**src/rtl/memory_controller.sv**
```systemverilog
// rtl/memory_controller.sv - byte-wide RAM/IO sequencer for committed stores, loads and instruction fetches
module memory_controller #(
    parameter logic [31:0] IO_ADDR = 32'h30000,
    parameter int          XLEN    = 32,
    parameter int          ID_W    = 4,
    parameter int          OP_W    = 3
) (
    input  logic            clk,
    input  logic            rst,
    input  logic            rdy,
    input  logic            flush,
    input  logic            io_buffer_full,
    input  logic [7:0]      mem_din,
    output logic [7:0]      mem_dout,
    output logic [XLEN-1:0] mem_a,
    output logic            mem_wr,
    input  logic            lsb_mem_enable,
    input  logic [OP_W-1:0] lsb_mem_op,
    input  logic [XLEN-1:0] lsb_mem_addr,
    input  logic [ID_W-1:0] lsb_mem_id,
    input  logic            rob_mem_enable,
    input  logic [OP_W-1:0] rob_mem_op,
    input  logic [XLEN-1:0] rob_mem_addr,
    input  logic [XLEN-1:0] rob_mem_val,
    input  logic            if_req,
    input  logic [XLEN-1:0] if_addr,
    output logic            if_ready,
    output logic [XLEN-1:0] if_inst,
    output logic            mem_busy,
    output logic            mem_data_ready,
    output logic [XLEN-1:0] mem_data,
    output logic [ID_W-1:0] mem_id
);
    // Ops use RISC-V funct3 codes: LB/SB=0, LH/SH=1, LW/SW=2, LBU=4, LHU=5.
    localparam logic [OP_W-1:0] OP_LB  = OP_W'(0);
    localparam logic [OP_W-1:0] OP_LH  = OP_W'(1);
    localparam logic [OP_W-1:0] OP_LBU = OP_W'(4);
    localparam logic [OP_W-1:0] OP_LHU = OP_W'(5);

    typedef enum logic [1:0] {S_IDLE, S_READ, S_WRITE, S_WAIT_IO} state_t;

    function automatic logic [2:0] nbytes(input logic [OP_W-1:0] op);
        case (op)
            OP_LB, OP_LBU: nbytes = 3'd1;
            OP_LH, OP_LHU: nbytes = 3'd2;
            default:       nbytes = 3'd4;
        endcase
    endfunction

    function automatic logic [XLEN-1:0] extend(input logic [OP_W-1:0] op, input logic [XLEN-1:0] w);
        case (op)
            OP_LB:   extend = {{(XLEN-8){w[7]}}, w[7:0]};
            OP_LH:   extend = {{(XLEN-16){w[15]}}, w[15:0]};
            OP_LBU:  extend = {{(XLEN-8){1'b0}}, w[7:0]};
            OP_LHU:  extend = {{(XLEN-16){1'b0}}, w[15:0]};
            default: extend = w;
        endcase
    endfunction

    state_t            state_q, state_d;
    logic [2:0]        cnt_q, cnt_d, n_q, n_d;
    logic [XLEN-1:0]   addr_q, addr_d, data_q, data_d, wdata_q, wdata_d;
    logic [OP_W-1:0]   op_q, op_d;
    logic [ID_W-1:0]   id_q, id_d;
    logic              is_fetch_q, is_fetch_d;
    logic [1:0]        skip_q, skip_d;
    logic              st_pend_q, st_pend_d, ld_pend_q, ld_pend_d;
    logic [OP_W-1:0]   st_op_q, st_op_d, ld_op_q, ld_op_d;
    logic [XLEN-1:0]   st_addr_q, st_addr_d, st_val_q, st_val_d, ld_addr_q, ld_addr_d;
    logic [ID_W-1:0]   ld_id_q, ld_id_d;
    logic [XLEN-1:0]   mem_a_q, mem_a_d, if_inst_q, if_inst_d, mem_data_q, mem_data_d;
    logic [7:0]        mem_dout_q, mem_dout_d;
    logic              mem_wr_q, mem_wr_d, if_ready_q, if_ready_d, mem_data_ready_q, mem_data_ready_d;
    logic [ID_W-1:0]   mem_id_q, mem_id_d;

    logic              st_any, ld_any, grant_fetch, ld_from_pulse;
    logic [OP_W-1:0]   st_sel_op, ld_sel_op;
    logic [XLEN-1:0]   st_sel_addr, st_sel_val, ld_sel_addr;
    logic [ID_W-1:0]   ld_sel_id;
    logic [1:0]        rx_idx, tx_idx;

    always_comb begin
        state_d = state_q;  cnt_d = cnt_q;  n_d = n_q;  addr_d = addr_q;
        op_d = op_q;  id_d = id_q;  is_fetch_d = is_fetch_q;  skip_d = skip_q;
        data_d = data_q;  wdata_d = wdata_q;
        st_pend_d = st_pend_q;  st_op_d = st_op_q;  st_addr_d = st_addr_q;  st_val_d = st_val_q;
        ld_pend_d = ld_pend_q;  ld_op_d = ld_op_q;  ld_addr_d = ld_addr_q;  ld_id_d = ld_id_q;
        mem_a_d = mem_a_q;  mem_dout_d = mem_dout_q;  mem_wr_d = 1'b0;
        if_inst_d = if_inst_q;  if_ready_d = 1'b0;
        mem_data_ready_d = 1'b0;  mem_data_d = '0;  mem_id_d = '1;
        ld_from_pulse = 1'b0;

        st_any      = st_pend_q | rob_mem_enable;
        st_sel_op   = st_pend_q ? st_op_q   : rob_mem_op;
        st_sel_addr = st_pend_q ? st_addr_q : rob_mem_addr;
        st_sel_val  = st_pend_q ? st_val_q  : rob_mem_val;
        ld_any      = (ld_pend_q | lsb_mem_enable) & ~flush;
        ld_sel_op   = ld_pend_q ? ld_op_q   : lsb_mem_op;
        ld_sel_addr = ld_pend_q ? ld_addr_q : lsb_mem_addr;
        ld_sel_id   = ld_pend_q ? ld_id_q   : lsb_mem_id;
        // After two store/load grants past a waiting fetch, the fetch jumps the queue.
        // No fetch is granted while if_ready is pulsing: the fetch unit has not yet dropped if_req.
        grant_fetch = if_req & ~flush & ~if_ready_q & ((skip_q == 2'd2) | (~st_any & ~ld_any));
        rx_idx = 2'(cnt_q - 3'd1);
        tx_idx = 2'(cnt_q + 3'd1);

        case (state_q)
            S_IDLE: begin
                if (grant_fetch) begin
                    state_d = S_READ;  addr_d = if_addr;  n_d = 3'd4;  is_fetch_d = 1'b1;
                    cnt_d = 3'd0;  data_d = '0;  mem_a_d = if_addr;  skip_d = 2'd0;
                end else if (st_any) begin
                    addr_d = st_sel_addr;  n_d = nbytes(st_sel_op);  wdata_d = st_sel_val;
                    cnt_d = 3'd0;  mem_a_d = st_sel_addr;  mem_dout_d = st_sel_val[7:0];
                    if (if_req && skip_q != 2'd2) skip_d = skip_q + 2'd1;
                    if (st_sel_addr == IO_ADDR && io_buffer_full) begin
                        state_d = S_WAIT_IO;
                    end else begin
                        state_d = S_WRITE;  mem_wr_d = 1'b1;
                    end
                end else if (ld_any) begin
                    state_d = S_READ;  addr_d = ld_sel_addr;  n_d = nbytes(ld_sel_op);
                    op_d = ld_sel_op;  id_d = ld_sel_id;  is_fetch_d = 1'b0;
                    cnt_d = 3'd0;  data_d = '0;  mem_a_d = ld_sel_addr;
                    ld_from_pulse = ~ld_pend_q;  ld_pend_d = 1'b0;
                    if (if_req && skip_q != 2'd2) skip_d = skip_q + 2'd1;
                end
            end
            S_READ: begin
                if (flush) begin
                    state_d = S_IDLE;
                end else begin
                    if (cnt_q != 3'd0) data_d[8*rx_idx +: 8] = mem_din;
                    cnt_d = cnt_q + 3'd1;
                    if (cnt_q + 3'd1 < n_q) mem_a_d = addr_q + XLEN'(cnt_q + 3'd1);
                    if (cnt_q == n_q) begin
                        state_d = S_IDLE;
                        if (is_fetch_q) begin
                            if_ready_d = 1'b1;  if_inst_d = data_d;
                        end else begin
                            mem_data_ready_d = 1'b1;  mem_data_d = extend(op_q, data_d);  mem_id_d = id_q;
                        end
                    end
                end
            end
            S_WRITE: begin
                if (cnt_q + 3'd1 < n_q) begin
                    cnt_d = cnt_q + 3'd1;  mem_a_d = addr_q + XLEN'(cnt_q + 3'd1);
                    mem_dout_d = wdata_q[8*tx_idx +: 8];  mem_wr_d = 1'b1;
                end else begin
                    state_d = S_IDLE;  st_pend_d = 1'b0;
                end
            end
            S_WAIT_IO: begin
                if (!io_buffer_full) begin
                    state_d = S_WRITE;  mem_wr_d = 1'b1;
                end
            end
            default: state_d = S_IDLE;
        endcase

        if (rob_mem_enable) begin
            st_pend_d = 1'b1;  st_op_d = rob_mem_op;  st_addr_d = rob_mem_addr;  st_val_d = rob_mem_val;
        end
        if (flush) begin
            ld_pend_d = 1'b0;
        end else if (lsb_mem_enable && !ld_from_pulse) begin
            ld_pend_d = 1'b1;  ld_op_d = lsb_mem_op;  ld_addr_d = lsb_mem_addr;  ld_id_d = lsb_mem_id;
        end
    end

    always_ff @(posedge clk) begin
        if (rst) begin
            state_q <= S_IDLE;  cnt_q <= '0;  n_q <= '0;  addr_q <= '0;  op_q <= '0;  id_q <= '0;
            is_fetch_q <= 1'b0;  skip_q <= '0;  data_q <= '0;  wdata_q <= '0;
            st_pend_q <= 1'b0;  st_op_q <= '0;  st_addr_q <= '0;  st_val_q <= '0;
            ld_pend_q <= 1'b0;  ld_op_q <= '0;  ld_addr_q <= '0;  ld_id_q <= '0;
            mem_a_q <= '0;  mem_dout_q <= '0;  mem_wr_q <= 1'b0;  if_inst_q <= '0;  if_ready_q <= 1'b0;
            mem_data_ready_q <= 1'b0;  mem_data_q <= '0;  mem_id_q <= '1;
        end else if (rdy) begin
            state_q <= state_d;  cnt_q <= cnt_d;  n_q <= n_d;  addr_q <= addr_d;  op_q <= op_d;  id_q <= id_d;
            is_fetch_q <= is_fetch_d;  skip_q <= skip_d;  data_q <= data_d;  wdata_q <= wdata_d;
            st_pend_q <= st_pend_d;  st_op_q <= st_op_d;  st_addr_q <= st_addr_d;  st_val_q <= st_val_d;
            ld_pend_q <= ld_pend_d;  ld_op_q <= ld_op_d;  ld_addr_q <= ld_addr_d;  ld_id_q <= ld_id_d;
            mem_a_q <= mem_a_d;  mem_dout_q <= mem_dout_d;  mem_wr_q <= mem_wr_d;
            if_inst_q <= if_inst_d;  if_ready_q <= if_ready_d;
            mem_data_ready_q <= mem_data_ready_d;  mem_data_q <= mem_data_d;  mem_id_q <= mem_id_d;
        end
    end

    assign mem_a          = mem_a_q;
    assign mem_dout       = mem_dout_q;
    assign mem_wr         = mem_wr_q;
    assign if_ready       = if_ready_q;
    assign if_inst        = if_inst_q;
    assign mem_data_ready = mem_data_ready_q;
    assign mem_data       = mem_data_q;
    assign mem_id         = mem_id_q;
    assign mem_busy       = (state_q != S_IDLE) | ld_pend_q | lsb_mem_enable;
endmodule

```
**config.mk**
```make
export PLATFORM = sky130hd
export DESIGN_NAME = memory_controller
export DESIGN_NICKNAME = d
export VERILOG_FILES = /design/src/rtl/memory_controller.sv
export SDC_FILE = /design/constraint.sdc
export NUM_CORES = 1
export LEC_CHECK = 0
export ABC_AREA = 1
export BUFFER_PORTS_ARGS = -buffer_cell sky130_fd_sc_hd__buf_2
export CORE_MARGIN = 2
export CORE_UTILIZATION = 50
export DETAILED_ROUTE_END_ITERATION = 12
export PLACE_DENSITY = 0.7
export REMOVE_ABC_BUFFERS = 1
export SLEW_MARGIN = 10
export SYNTH_ARGS = -nofsm -noshare
export SYNTH_HDL_FRONTEND = slang
export SYNTH_SLANG_ARGS = --single-unit
export TNS_END_PERCENT = 20
```
**constraint.sdc**
```tcl
create_clock -name clk -period 3.6 [get_ports clk]
set_clock_uncertainty 0.2 [all_clocks]
set_input_delay 0.54 -clock clk [delete_from_list [all_inputs] [get_ports clk]]
set_output_delay 0.54 -clock clk [all_outputs]
set_load 0.005 [all_outputs]
```
==> results.txt <==
status = finished clean
setup ws final = 0.382 ns
met3 Track Usage GR = 0.0530
WP data required = 3.81 ns
WL/cell = 17.0 um
clk sinks = 332
Final min period = 3.22 ns
cts hold-fix bufs = 0
commonest cells after routing, fill and taps aside = nand2_1, dfxtp_1, o21ai_0
setup tns final = 0 ns
sequential element share of the synthesized area = 0.402
WP data arrival = 3.43 ns
Final ANT Viol Nets = 0
Post-synth ARST share = 0
gr ovfl total = 0
multiplexer share of the synthesized area = 0.00484
Comb pwr share = 0.201
GRT Total Usage = 0.303
DP Wirelength = 36.9 mm
number of setup violations in the final report = 0
# rows = 66
vias = 16800
# port buffers = 264
met2 Use GR = 0.498
DRC Markers = 0
final core utilization = 0.594
main combinational cell family by area after synthesis = simple AND/OR/NAND/NOR gates
RSZ-0062 raised after global routing = false
Avg Inst Size Synth = 6.75 um^2
CP Capture Type = register
DP Worst Slack = 0.407 ns
largest net degree at the start of global routing = 172
critical path, cell by cell = inv_1 -> ha_1 -> ha_1 -> nand2_1 -> o21ai_0 -> buf_4 -> nand2_1 -> o21ai_0 -> nor2_4 -> buf_4 -> inv_2 -> nor3b_1 -> nor2_1
VDD IR-drop max = 0.400 mV
worst-margin pin slew = 0.936 ns
Worst-path clk slew = 0.06 ns
register area = 0.00665 mm^2
Tcrit/Tclk final = 0.894
Switching Fraction = 0.310
Final Max Tran Viols = 0
initial antenna violation count = 14
Post-synth EDFFs = 0
mapped cell area = 0.0165 mm^2
# IOs = 266
slew margin rel. = 0.376
maxcap violations = 0
main flop type after synthesis = dfxtp_1
#FFs+latches synth = 332
leakage power = 8.52 nW
Setup Fix Bufs, Post-CTS = 0
initial drt markers = 1434
final instance area = 0.0193 mm^2
clock root cell = clkbuf_16
H-tree Lvls = 2
Die Span Y = 186 um
HP Class = in2reg
Internal = 7.03 mW
Die Wd = 186 um
Final Hold Fails = 0
biggest area consumer among synthesized cells = dfxtp_1
CTS tree = built
Fill cells = 3237
first-pass GRT wire length = 83.3 mm
DRT Pass-1 Iters = 6
Placeable Area = 0.0325 mm^2
crit path max-delay cell type = dfxtp_1
initial core utilization = 0.508
CP Max Fanout = 23
Synth Area in XOR/XNOR = 0.00477
CP Buf/Inv Count = 4
Most Used Layer, Global Route = met2
cell total after placement = 3039
Simple-Gate Fraction of Synth Area = 0.237
Max Fclk = 0.311 GHz
Clk Latency, worst-skew pair = 0.53 ns
vias in the first global route = 15500
Post-DP Area = 0.0180 mm^2
Nets = 2809
layout cells sized above 1 = 0.159
critical path's largest stage delay = 0.53 ns
met1 usage in global routing = 0.397
Reg power frac = 0.407
hold_ws = 0.0751 ns
PwrDens = 527 mW/mm^2
Pwr Total = 10.2 mW
Startpoint Class = register
Clk pwr share = 0.392
Clock Path Buffers = 3
multi-input logic area = 0.00822 mm^2
Num CTS Buffers = 38
Post-Synthesis Cells = 2451
Avg Vias per Cell = 5.39
yosys warns = 0
Unique masters post-synth = 54
Sw Pwr = 3.15 mW
Area growth syn-to-layout = 16.9%
cell family with most CP delay = buffers and inverters
post-CTS sizing = 0
Yosys top cell area share = 0.402
Post-Layout Cell Count = 3115
Post-Route WL = 53.1 mm
routability-driven placement congestion ratio = 0.925
post-synthesis adder-cell area fraction = 0.0141
Synth Area in Compound Gates = 0.236
Synth area leaders = dfxtp_1, nand2_1, o21ai_0
critical path class = reg2reg
most common cell after layout, fill and taps aside = nand2_1
Die ar. = 0.0345 mm^2
## synthesized netlist by cell type, drive strengths merged (17+ instances only)
master	number
o21ai	309
clkbuf	103
a21oi	293
nor2	237
dfxtp	332
nand3	102
buf	53
a211oi	19
o211ai	22
ha	17
or2	17
a31oi	21
nand2	565
inv	247
nor3	23
o22ai	23
## flip-flops by register name, indices dropped and copies added, names as in the netlist, 4 cells and up
name and flops:
ld_addr_q 32, addr_q 32, mem_data 32, ld_id_q 4, mem_a 32, st_val_q 32
if_inst 32, data_q 32, mem_id 4, wdata_q 32, mem_dout 8, st_addr_q 32
id_q 4
## worst paths after layout
kind	from	end	slack [ns]	depth (start not counted)
worst min-delay path	rob_mem_val[0]	st_val_q[0]	0.08	3
worst min register to register	if_inst[7]	if_inst[7]	0.24	2
worst max register to register	cnt_q[1]	mem_a[23]	0.38	13
worst max-delay path	cnt_q[1]	mem_a[23]	0.38	13
## power groups by stage
stage / Combinational, mW / Clock [mW] / Sequential (mW)
6_report: 2.05 / 3.99 / 4.14
5_1_grt: 2.29 / 4.19 / 4.17
4_1_cts: 2.03 / 4.05 / 4.14
3_5_place_dp: 2.02 / 0 / 4.22
3_3_place_gp: 1.99 / 0 / 4.21
2_1_floorplan: 1.20 / 0 / 4.20
## cells by family (layout without fill, tap and decap cells)
family / count (synthesis) / count (layout)
simple gates: 958 / 958
compound gates: 717 / 717
buf+inv: 409 / 620
flops: 332 / 332
fa+ha+maj: 18 / 18
xor+xnor: 9 / 9
mux: 8 / 8
other cells: 0 / 11
## worst min-delay path, stage by stage
cell	delay (ns)
buf_2	0.08
o21ai_0	0.07
nor2_1	0.07
## per-layer routing
metal,wire (um),share of wire
met2,24300,0.46
met1,23100,0.43
met3,3840,0.072
met5,13,0.00024
met4,1840,0.035
## area by class of cell
class | count | area share
antenna | 11 | 0.00142
clock inverter | 15 | 0.00984
sequential | 332 | 0.344
inverter | 251 | 0.0489
tap | 442 | 0.0286
timing repair buffer | 304 | 0.0855
multi-input combinational | 1710 | 0.425
clock buffer | 50 | 0.0563
Note: power is estimated with default switching activity, not from simulation.
